==> config.mk <==
export PLATFORM = sky130hd
export DESIGN_NAME = control_sequencer
export DESIGN_NICKNAME = d
export VERILOG_FILES = /design/src/rtl/cpu_pkg.sv /design/src/rtl/reg_select_decoder.sv /design/src/rtl/control_sequencer.sv
export SDC_FILE = /design/constraint.sdc
export NUM_CORES = 1
export LEC_CHECK = 0
export CORE_UTILIZATION = 32
export CTS_CLUSTER_DIAMETER = 40
export CTS_CLUSTER_SIZE = 16
export DETAILED_ROUTE_END_ITERATION = 8
export GPL_TIMING_DRIVEN = 0
export PLACE_DENSITY = 0.79
export SETUP_SLACK_MARGIN = 0.2
export SYNTH_ARGS = -nofsm -noshare
export SYNTH_HDL_FRONTEND = slang
export SYNTH_HIERARCHICAL = 1
export SYNTH_SLANG_ARGS = --single-unit
==> constraint.sdc <==
create_clock -name Clock -period 3.58 [get_ports Clock]
set_input_delay 0.537 -clock Clock [delete_from_list [all_inputs] [get_ports Clock]]
set_output_delay 0.537 -clock Clock [all_outputs]
set_load 0.02 [all_outputs]
==> src/rtl/cpu_pkg.sv <==
// Shared definitions for the hardwired control sequencer: opcodes, ALU codes,
// FSM states and instruction-register field positions.
package cpu_pkg;

  typedef enum logic [3:0] {
    S_RESET, S_T0, S_T1, S_T2, S_T3, S_T4, S_T5, S_T6, S_HALT
  } state_t;

  typedef enum logic [2:0] {
    CL_REG, CL_IMM, CL_MULDIV, CL_UNARY, CL_NOP, CL_HALT, CL_ILLEGAL
  } op_class_t;

  localparam int OP_MSB = 31;
  localparam int OP_LSB = 27;
  localparam int RA_MSB = 26;
  localparam int RA_LSB = 23;
  localparam int RB_MSB = 22;
  localparam int RB_LSB = 19;
  localparam int RC_MSB = 18;
  localparam int RC_LSB = 15;

  localparam logic [4:0] OP_ADD  = 5'b00011;
  localparam logic [4:0] OP_SUB  = 5'b00100;
  localparam logic [4:0] OP_AND  = 5'b00101;
  localparam logic [4:0] OP_OR   = 5'b00110;
  localparam logic [4:0] OP_SHR  = 5'b00111;
  localparam logic [4:0] OP_SHRA = 5'b01000;
  localparam logic [4:0] OP_SHL  = 5'b01001;
  localparam logic [4:0] OP_ROR  = 5'b01010;
  localparam logic [4:0] OP_ROL  = 5'b01011;
  localparam logic [4:0] OP_ADDI = 5'b01100;
  localparam logic [4:0] OP_ANDI = 5'b01101;
  localparam logic [4:0] OP_ORI  = 5'b01110;
  localparam logic [4:0] OP_MUL  = 5'b01111;
  localparam logic [4:0] OP_DIV  = 5'b10000;
  localparam logic [4:0] OP_NEG  = 5'b10001;
  localparam logic [4:0] OP_NOT  = 5'b10010;
  localparam logic [4:0] OP_NOP  = 5'b11010;
  localparam logic [4:0] OP_HALT = 5'b11011;

  localparam logic [3:0] ALU_ADD  = 4'd0;
  localparam logic [3:0] ALU_SUB  = 4'd1;
  localparam logic [3:0] ALU_AND  = 4'd2;
  localparam logic [3:0] ALU_OR   = 4'd3;
  localparam logic [3:0] ALU_SHR  = 4'd4;
  localparam logic [3:0] ALU_SHRA = 4'd5;
  localparam logic [3:0] ALU_SHL  = 4'd6;
  localparam logic [3:0] ALU_ROR  = 4'd7;
  localparam logic [3:0] ALU_ROL  = 4'd8;
  localparam logic [3:0] ALU_MUL  = 4'd9;
  localparam logic [3:0] ALU_DIV  = 4'd10;
  localparam logic [3:0] ALU_NEG  = 4'd11;
  localparam logic [3:0] ALU_NOT  = 4'd12;
  localparam logic [3:0] ALU_INC4 = 4'd13;

  function automatic op_class_t classify(input logic [4:0] op);
    case (op)
      OP_ADD, OP_SUB, OP_AND, OP_OR, OP_SHR,
      OP_SHRA, OP_SHL, OP_ROR, OP_ROL:   return CL_REG;
      OP_ADDI, OP_ANDI, OP_ORI:          return CL_IMM;
      OP_MUL, OP_DIV:                    return CL_MULDIV;
      OP_NEG, OP_NOT:                    return CL_UNARY;
      OP_NOP:                            return CL_NOP;
      OP_HALT:                           return CL_HALT;
      default:                           return CL_ILLEGAL;
    endcase
  endfunction

  function automatic logic [3:0] alu_code(input logic [4:0] op);
    case (op)
      OP_ADD, OP_ADDI: return ALU_ADD;
      OP_SUB:          return ALU_SUB;
      OP_AND, OP_ANDI: return ALU_AND;
      OP_OR, OP_ORI:   return ALU_OR;
      OP_SHR:          return ALU_SHR;
      OP_SHRA:         return ALU_SHRA;
      OP_SHL:          return ALU_SHL;
      OP_ROR:          return ALU_ROR;
      OP_ROL:          return ALU_ROL;
      OP_MUL:          return ALU_MUL;
      OP_DIV:          return ALU_DIV;
      OP_NEG:          return ALU_NEG;
      OP_NOT:          return ALU_NOT;
      default:         return ALU_ADD;
    endcase
  endfunction

endpackage

==> src/rtl/reg_select_decoder.sv <==
// Turns a 4-bit register field into a one-hot register strobe, all-zero when
// the enable is low.
module reg_select_decoder (
  input  logic [3:0]  field,
  input  logic        en,
  output logic [15:0] onehot
);

  always_comb begin
    onehot = '0;
    if (en) onehot[field] = 1'b1;
  end

endmodule

==> src/rtl/control_sequencer.sv <==
// Hardwired Moore control unit: fetch (T0-T2), decode (T3), execute (T4-T6)
// for the register, immediate, mul/div, unary, nop and halt instructions.
//
//   state   | meaning
//   S_RESET | post-Clear hold, only Run asserted
//   S_T0    | PC -> MAR, PC+4 into Z
//   S_T1    | Z -> PC, memory read into MDR; waits for Mem_ready
//   S_T2    | MDR -> IR
//   S_T3    | decode; operand A into Y for binary ops
//   S_T4    | ALU execute into Z (and Zhigh for mul/div)
//   S_T5    | Zlow -> Ra or LO
//   S_T6    | Zhigh -> HI (mul/div only)
//   S_HALT  | stopped until Clear, Run low
module control_sequencer
  import cpu_pkg::*;
#(
  parameter int unsigned RESET_PC_HOLD = 1
) (
  input  logic        Clock,
  input  logic        Clear,
  input  logic [31:0] IRdata,
  input  logic        Mem_ready,
  output logic        PCout,
  output logic        MARin,
  output logic        IncPC,
  output logic        Zlowin,
  output logic        Zhighin,
  output logic        Zlowout,
  output logic        Zhighout,
  output logic        PCin,
  output logic        Read,
  output logic        MDRin,
  output logic        MDRout,
  output logic        IRin,
  output logic        Yin,
  output logic        HIin,
  output logic        LOin,
  output logic        Cout,
  output logic [15:0] Rin,
  output logic [15:0] Rout,
  output logic [3:0]  ctrl,
  output logic        Run,
  output logic        Illegal
);

  localparam int CW = (RESET_PC_HOLD > 1) ? $clog2(RESET_PC_HOLD) : 1;
  localparam logic [CW-1:0] HOLD_INIT = CW'(RESET_PC_HOLD - 1);

  state_t        state;
  logic [CW-1:0] hold_cnt;

  logic [4:0] op;
  logic [3:0] ra, rb, rc;
  op_class_t  cls;

  assign op  = IRdata[OP_MSB:OP_LSB];
  assign ra  = IRdata[RA_MSB:RA_LSB];
  assign rb  = IRdata[RB_MSB:RB_LSB];
  assign rc  = IRdata[RC_MSB:RC_LSB];
  assign cls = classify(op);

  // The low immediate bits reach the bus through the datapath, not through here.
  logic unused_ir;
  assign unused_ir = ^IRdata[RC_LSB-1:0];

  always_ff @(posedge Clock) begin
    if (Clear) begin
      state    <= S_RESET;
      hold_cnt <= HOLD_INIT;
    end else begin
      case (state)
        S_RESET: begin
          if (hold_cnt == '0) state <= S_T0;
          else                hold_cnt <= hold_cnt - 1'b1;
        end
        S_T0: state <= S_T1;
        S_T1: if (Mem_ready) state <= S_T2;
        S_T2: state <= S_T3;
        S_T3: begin
          case (cls)
            CL_NOP, CL_ILLEGAL: state <= S_T0;
            CL_HALT:            state <= S_HALT;
            default:            state <= S_T4;
          endcase
        end
        S_T4:    state <= S_T5;
        S_T5:    state <= (cls == CL_MULDIV) ? S_T6 : S_T0;
        S_T6:    state <= S_T0;
        S_HALT:  state <= S_HALT;
        default: state <= S_RESET;
      endcase
    end
  end

  logic       rin_en, rout_en;
  logic [3:0] rout_field;

  always_comb begin
    {PCout, MARin, IncPC, Zlowin, Zhighin, Zlowout, Zhighout, PCin} = '0;
    {Read, MDRin, MDRout, IRin, Yin, HIin, LOin, Cout} = '0;
    ctrl       = '0;
    Run        = 1'b1;
    Illegal    = 1'b0;
    rin_en     = 1'b0;
    rout_en    = 1'b0;
    rout_field = rb;
    case (state)
      S_T0: begin
        PCout  = 1'b1;
        MARin  = 1'b1;
        IncPC  = 1'b1;
        Zlowin = 1'b1;
        ctrl   = ALU_INC4;
      end
      S_T1: begin
        Zlowout = 1'b1;
        PCin    = 1'b1;
        Read    = 1'b1;
        MDRin   = 1'b1;
      end
      S_T2: begin
        MDRout = 1'b1;
        IRin   = 1'b1;
      end
      S_T3: begin
        if (cls inside {CL_REG, CL_IMM, CL_MULDIV}) begin
          rout_en = 1'b1;
          Yin     = 1'b1;
        end
        Illegal = (cls == CL_ILLEGAL);
      end
      S_T4: begin
        ctrl    = alu_code(op);
        Zlowin  = 1'b1;
        Zhighin = (cls == CL_MULDIV);
        Cout    = (cls == CL_IMM);
        if (cls inside {CL_REG, CL_MULDIV}) begin
          rout_en    = 1'b1;
          rout_field = rc;
        end else if (cls == CL_UNARY) begin
          rout_en = 1'b1;
        end
      end
      S_T5: begin
        Zlowout = 1'b1;
        LOin    = (cls == CL_MULDIV);
        rin_en  = (cls inside {CL_REG, CL_IMM, CL_UNARY});
      end
      S_T6: begin
        Zhighout = 1'b1;
        HIin     = 1'b1;
      end
      S_HALT:  Run = 1'b0;
      default: ;
    endcase
  end

  reg_select_decoder u_rin_dec (
    .field  (ra),
    .en     (rin_en),
    .onehot (Rin)
  );

  reg_select_decoder u_rout_dec (
    .field  (rout_field),
    .en     (rout_en),
    .onehot (Rout)
  );

endmodule

==> results.sh <==
export IMPL_clk_transition_reported_paths_ns=0.05
export IMPL_grt_total_usage_pct=20.9
export IMPL_timing_max_transition_violations_final=0
export IMPL_clock_period_minus_worst_slack_ns=3.30
export IMPL_post_synthesis_area_per_instance_um2=6.77
export IMPL_gr_usage_met2_pct=37.3
export IMPL_worstPathMaxFanout=10
export IMPL_wire_length_per_cell_after_detailed_routing_um=12.6
export IMPL_gr_busiest_metal="met2"
export IMPL_drc_errors_left=1
export IMPL_floorplan_rows=20
export IMPL_synth_yosys_warnings=6
export IMPL_r2r_setup_slack_ns=2.03
export IMPL_synth_area_leaders="sky130_fd_sc_hd__nor2_1, sky130_fd_sc_hd__dfxtp_1, sky130_fd_sc_hd__nor3_1"
export IMPL_tritoncts_num_buffers=3
export IMPL_routabilityCongestion=0.829
export IMPL_p_comb_share_pct=65.9
export IMPL_setup_viol_count_final=0
export IMPL_clock_insertion_delay_worst_skew_ns=0.26
export IMPL_largest_register_ff_count=4
export IMPL_vias_per_cell=4.92
export IMPL_critical_path_cell_chain="clkdlybuf4s15_1 > buf_6 > o21bai_1 > a221oi_4 > buf_4 > buf_4 > nor2b_1 > nor2b_1 > clkdlybuf4s50_1"
export IMPL_layout_nets=275
export IMPL_seqPwrFrac_pct=15.4
export IMPL_setup_total_negative_slack_ns=0
export IMPL_syn_nets=189
export IMPL_layout_drive_gt1_share_pct=32.9
export IMPL_registers_top_by_ff_count="state"
export IMPL_hold_viol=0
export IMPL_starting_utilization_of_the_core_area_pct=33.6
export IMPL_globalRouteMet1Util_pct=24.6
export IMPL_synth_main_ff_cell="sky130_fd_sc_hd__dfxtp_1"
export IMPL_run_status="finished with violations"
export IMPL_ys_seq_area_share_pct=7.88
export IMPL_multi_input_area_um2=961
export IMPL_die_x_um=58.3
export IMPL_timing_critical_path_slowest_stage_cell="sky130_fd_sc_hd__clkdlybuf4s50_1"
export IMPL_crit_type="in -> out"
export IMPL_ctsHtreeMaxLevel=1
export IMPL_dp_final_hpwl_mm=2.55
export IMPL_i_o_pin_count=89
export IMPL_postLayoutCellArea_mm2=0.00191
export IMPL_chipHeight_um=58.3
export IMPL_register_area_um2=80.1
export IMPL_clkPwrFrac_pct=18.7
export IMPL_design_core_area_mm2=0.00303
export IMPL_number_of_non_filler_instances_in_the_completed_layout=278
export IMPL_vias=1367
export IMPL_mostFrequentLayoutCell="sky130_fd_sc_hd__nor2_1"
export IMPL_place_area_mm2=0.00180
export IMPL_synth_edf_count=0
export IMPL_worst_ep_required_time_ns=3.04
export IMPL_fin_hold_ws_ns=0.616
export IMPL_power_density_mw_per_mm2=176
export IMPL_power_leakage_nw=0.842
export IMPL_timing_critical_path_to_type="primary output"
export IMPL_postSynthCellCount=150
export IMPL_period_share_pct=92.1
export IMPL_failed_checks="design-rule violations"
export IMPL_max_cap_violations=0
export IMPL_yosys_register_bits=4
export IMPL_reg_largest_list="state (4)"
export IMPL_power_report_internal_total_mw=0.197
export IMPL_timing_critical_path_arrival_ns=2.76
export IMPL_pin_count_of_the_biggest_net_entering_global_routing=11
export IMPL_design_die_area_mm2=0.00340
export IMPL_cts_sink_count=4
export IMPL_post_synth_cell_types=43
export IMPL_asyncSetResetFlopFracSynth_pct=0
export IMPL_detailedRoute_firstPassIterationCount=7
export IMPL_gr_usage_met3_pct=3.96
export IMPL_clk_root_buffer_cell="sky130_fd_sc_hd__clkbuf_4"
export IMPL_vdd_ir_drop_worst_mv=0.0745
export IMPL_grt_pass1_wl_mm=5.54
export IMPL_place_port_buffers=73
export IMPL_net_switching_power_mw=0.139
export IMPL_achievable_frequency_mhz=303
export IMPL_post_place_cells=267
export IMPL_globalRoute_totalOverflow=0
export IMPL_slew_limit_headroom_pct=58.8
export IMPL_crit_path_max_incr_delay_ns=0.62
export IMPL_cts_tree="built"
export IMPL_hold_path_class="reg -> reg"
export IMPL_netSwitchingFraction_pct=41.4
export IMPL_clock_skew_final_ns=0.0123
export IMPL_drtAntennaViolNets=0
export IMPL_synth_top_area_cell="sky130_fd_sc_hd__nor2_1"
export IMPL_worst_margin_pin_slew_ns=0.614
export IMPL_wirelength_mm=3.50
export IMPL_post_synth_instance_area_mm2=0.00102
export IMPL_grt_antenna_before_repair=0
export IMPL_detailedRoute_firstIterationViolations=62
export IMPL_crit_path_start_kind="input pin"
export IMPL_netlist_area_leader_share_pct=13.7
export IMPL_first_global_vias=1270
export IMPL_grt_setup_unrepaired="no"
export IMPL_ctsLongestPathBuffers=2
export IMPL_fillers=258
export IMPL_area_growth_pct=88.2
export IMPL_n_diodes=0
export IMPL_layout_cells_most_common_list="sky130_fd_sc_hd__nor2_1, sky130_fd_sc_hd__clkdlybuf4s50_1, sky130_fd_sc_hd__nor3_1, sky130_fd_sc_hd__buf_4, sky130_fd_sc_hd__dlygate4sd2_1"
export IMPL_cts_hold_repair_buffers=0
==> worst max-delay path, delay by kind of cell <==
family / cells / cell delay (ns)
simple gates: 2 / 0.41
buf+inv: 5 / 1.37
compound gates: 2 / 0.43
==> power groups by stage <==
stage / registers, mW / logic, mW / clock network [mW]
finish: 0.0519 / 0.222 / 0.0630
global route: 0.0524 / 0.237 / 0.0621
CTS: 0.0518 / 0.210 / 0.0596
detailed placement: 0.0517 / 0.191 / 0
global placement: 0.0518 / 0.188 / 0
floorplan: 0.0510 / 0.114 / 0
==> layout make-up <==
cell class | count | share of cell area (%)
multi-input combinational | 130 | 50.3
tap | 44 | 2.88
clock buffer | 3 | 1.18
timing repair buffer | 81 | 35.9
sequential | 4 | 4.19
buffer | 12 | 4.84
inverter | 4 | 0.785
==> path summary, 6_finish.rpt <==
path | start | end | depth (start not counted)
worst max-delay path | IRdata[29] | Cout | 9
worst min-delay path | state[1] | state[0] | 2
worst max register to register | state[2] | state[2] | 5
worst min register to register | state[1] | state[0] | 2
==> metal layers <==
metal | up-vias | wire, um | share of wire, %
met5 | - | 0 | 0
met4 | 0 | 51 | 1.5
met3 | 6 | 268 | 7.7
met2 | 59 | 1720 | 49
met1 | 611 | 1450 | 42
li1 | 691 | - | -
==> Yosys cell counts, types with 2 or more instances <==
library cell               number
sky130_fd_sc_hd__nand3_1        5
sky130_fd_sc_hd__nor3b_1        2
sky130_fd_sc_hd__nor2_1        37
sky130_fd_sc_hd__o21bai_1       2
sky130_fd_sc_hd__nor2b_1        5
sky130_fd_sc_hd__nor3_2         2
sky130_fd_sc_hd__inv_1          4
sky130_fd_sc_hd__nand3b_1       4
sky130_fd_sc_hd__dfxtp_1        4
sky130_fd_sc_hd__a21o_1         2
sky130_fd_sc_hd__or3b_4         2
sky130_fd_sc_hd__nor4b_1        2
sky130_fd_sc_hd__nor3_1        15
sky130_fd_sc_hd__nand2_1        8
sky130_fd_sc_hd__a211oi_1       2
sky130_fd_sc_hd__o21ai_0        4
sky130_fd_sc_hd__mux2_2         4
sky130_fd_sc_hd__buf_2          3
sky130_fd_sc_hd__buf_4          7
sky130_fd_sc_hd__nand2b_1       8
sky130_fd_sc_hd__ha_1           4
sky130_fd_sc_hd__a21oi_1        3
==> cell families after synthesis <==
kind of cell,Yosys count,synth area share (%)
mux,4,4.43
xor+xnor,2,1.72
simple gates,96,49.5
compound gates,24,21.9
buf+inv,16,9.60
fa+ha+maj,4,4.93
flops,4,7.88
==> per-stage QoR <==
| step | setup slack [ns] | power, mW | util, % |
|---|---|---|---|
| floorplan | 0.385 | 0.165 | - |
| global placement | -0.752 | 0.240 | 59.5 |
| detailed placement | -0.806 | 0.242 | 59.5 |
| CTS | 0.119 | 0.321 | 63.4 |
| global route | 0.199 | 0.351 | 63.1 |
| finish | 0.283 | 0.337 | 63.1 |
==> repair_timing <==
action / in CTS / in global routing
gates resized for setup: 88 / 37
pin swaps: 4 / 5
endpoints found under the setup margin: 37 / 29
cloned: 0 / 0
setup buffers: 5 / 3
Power figures use the tool's default switching activity.
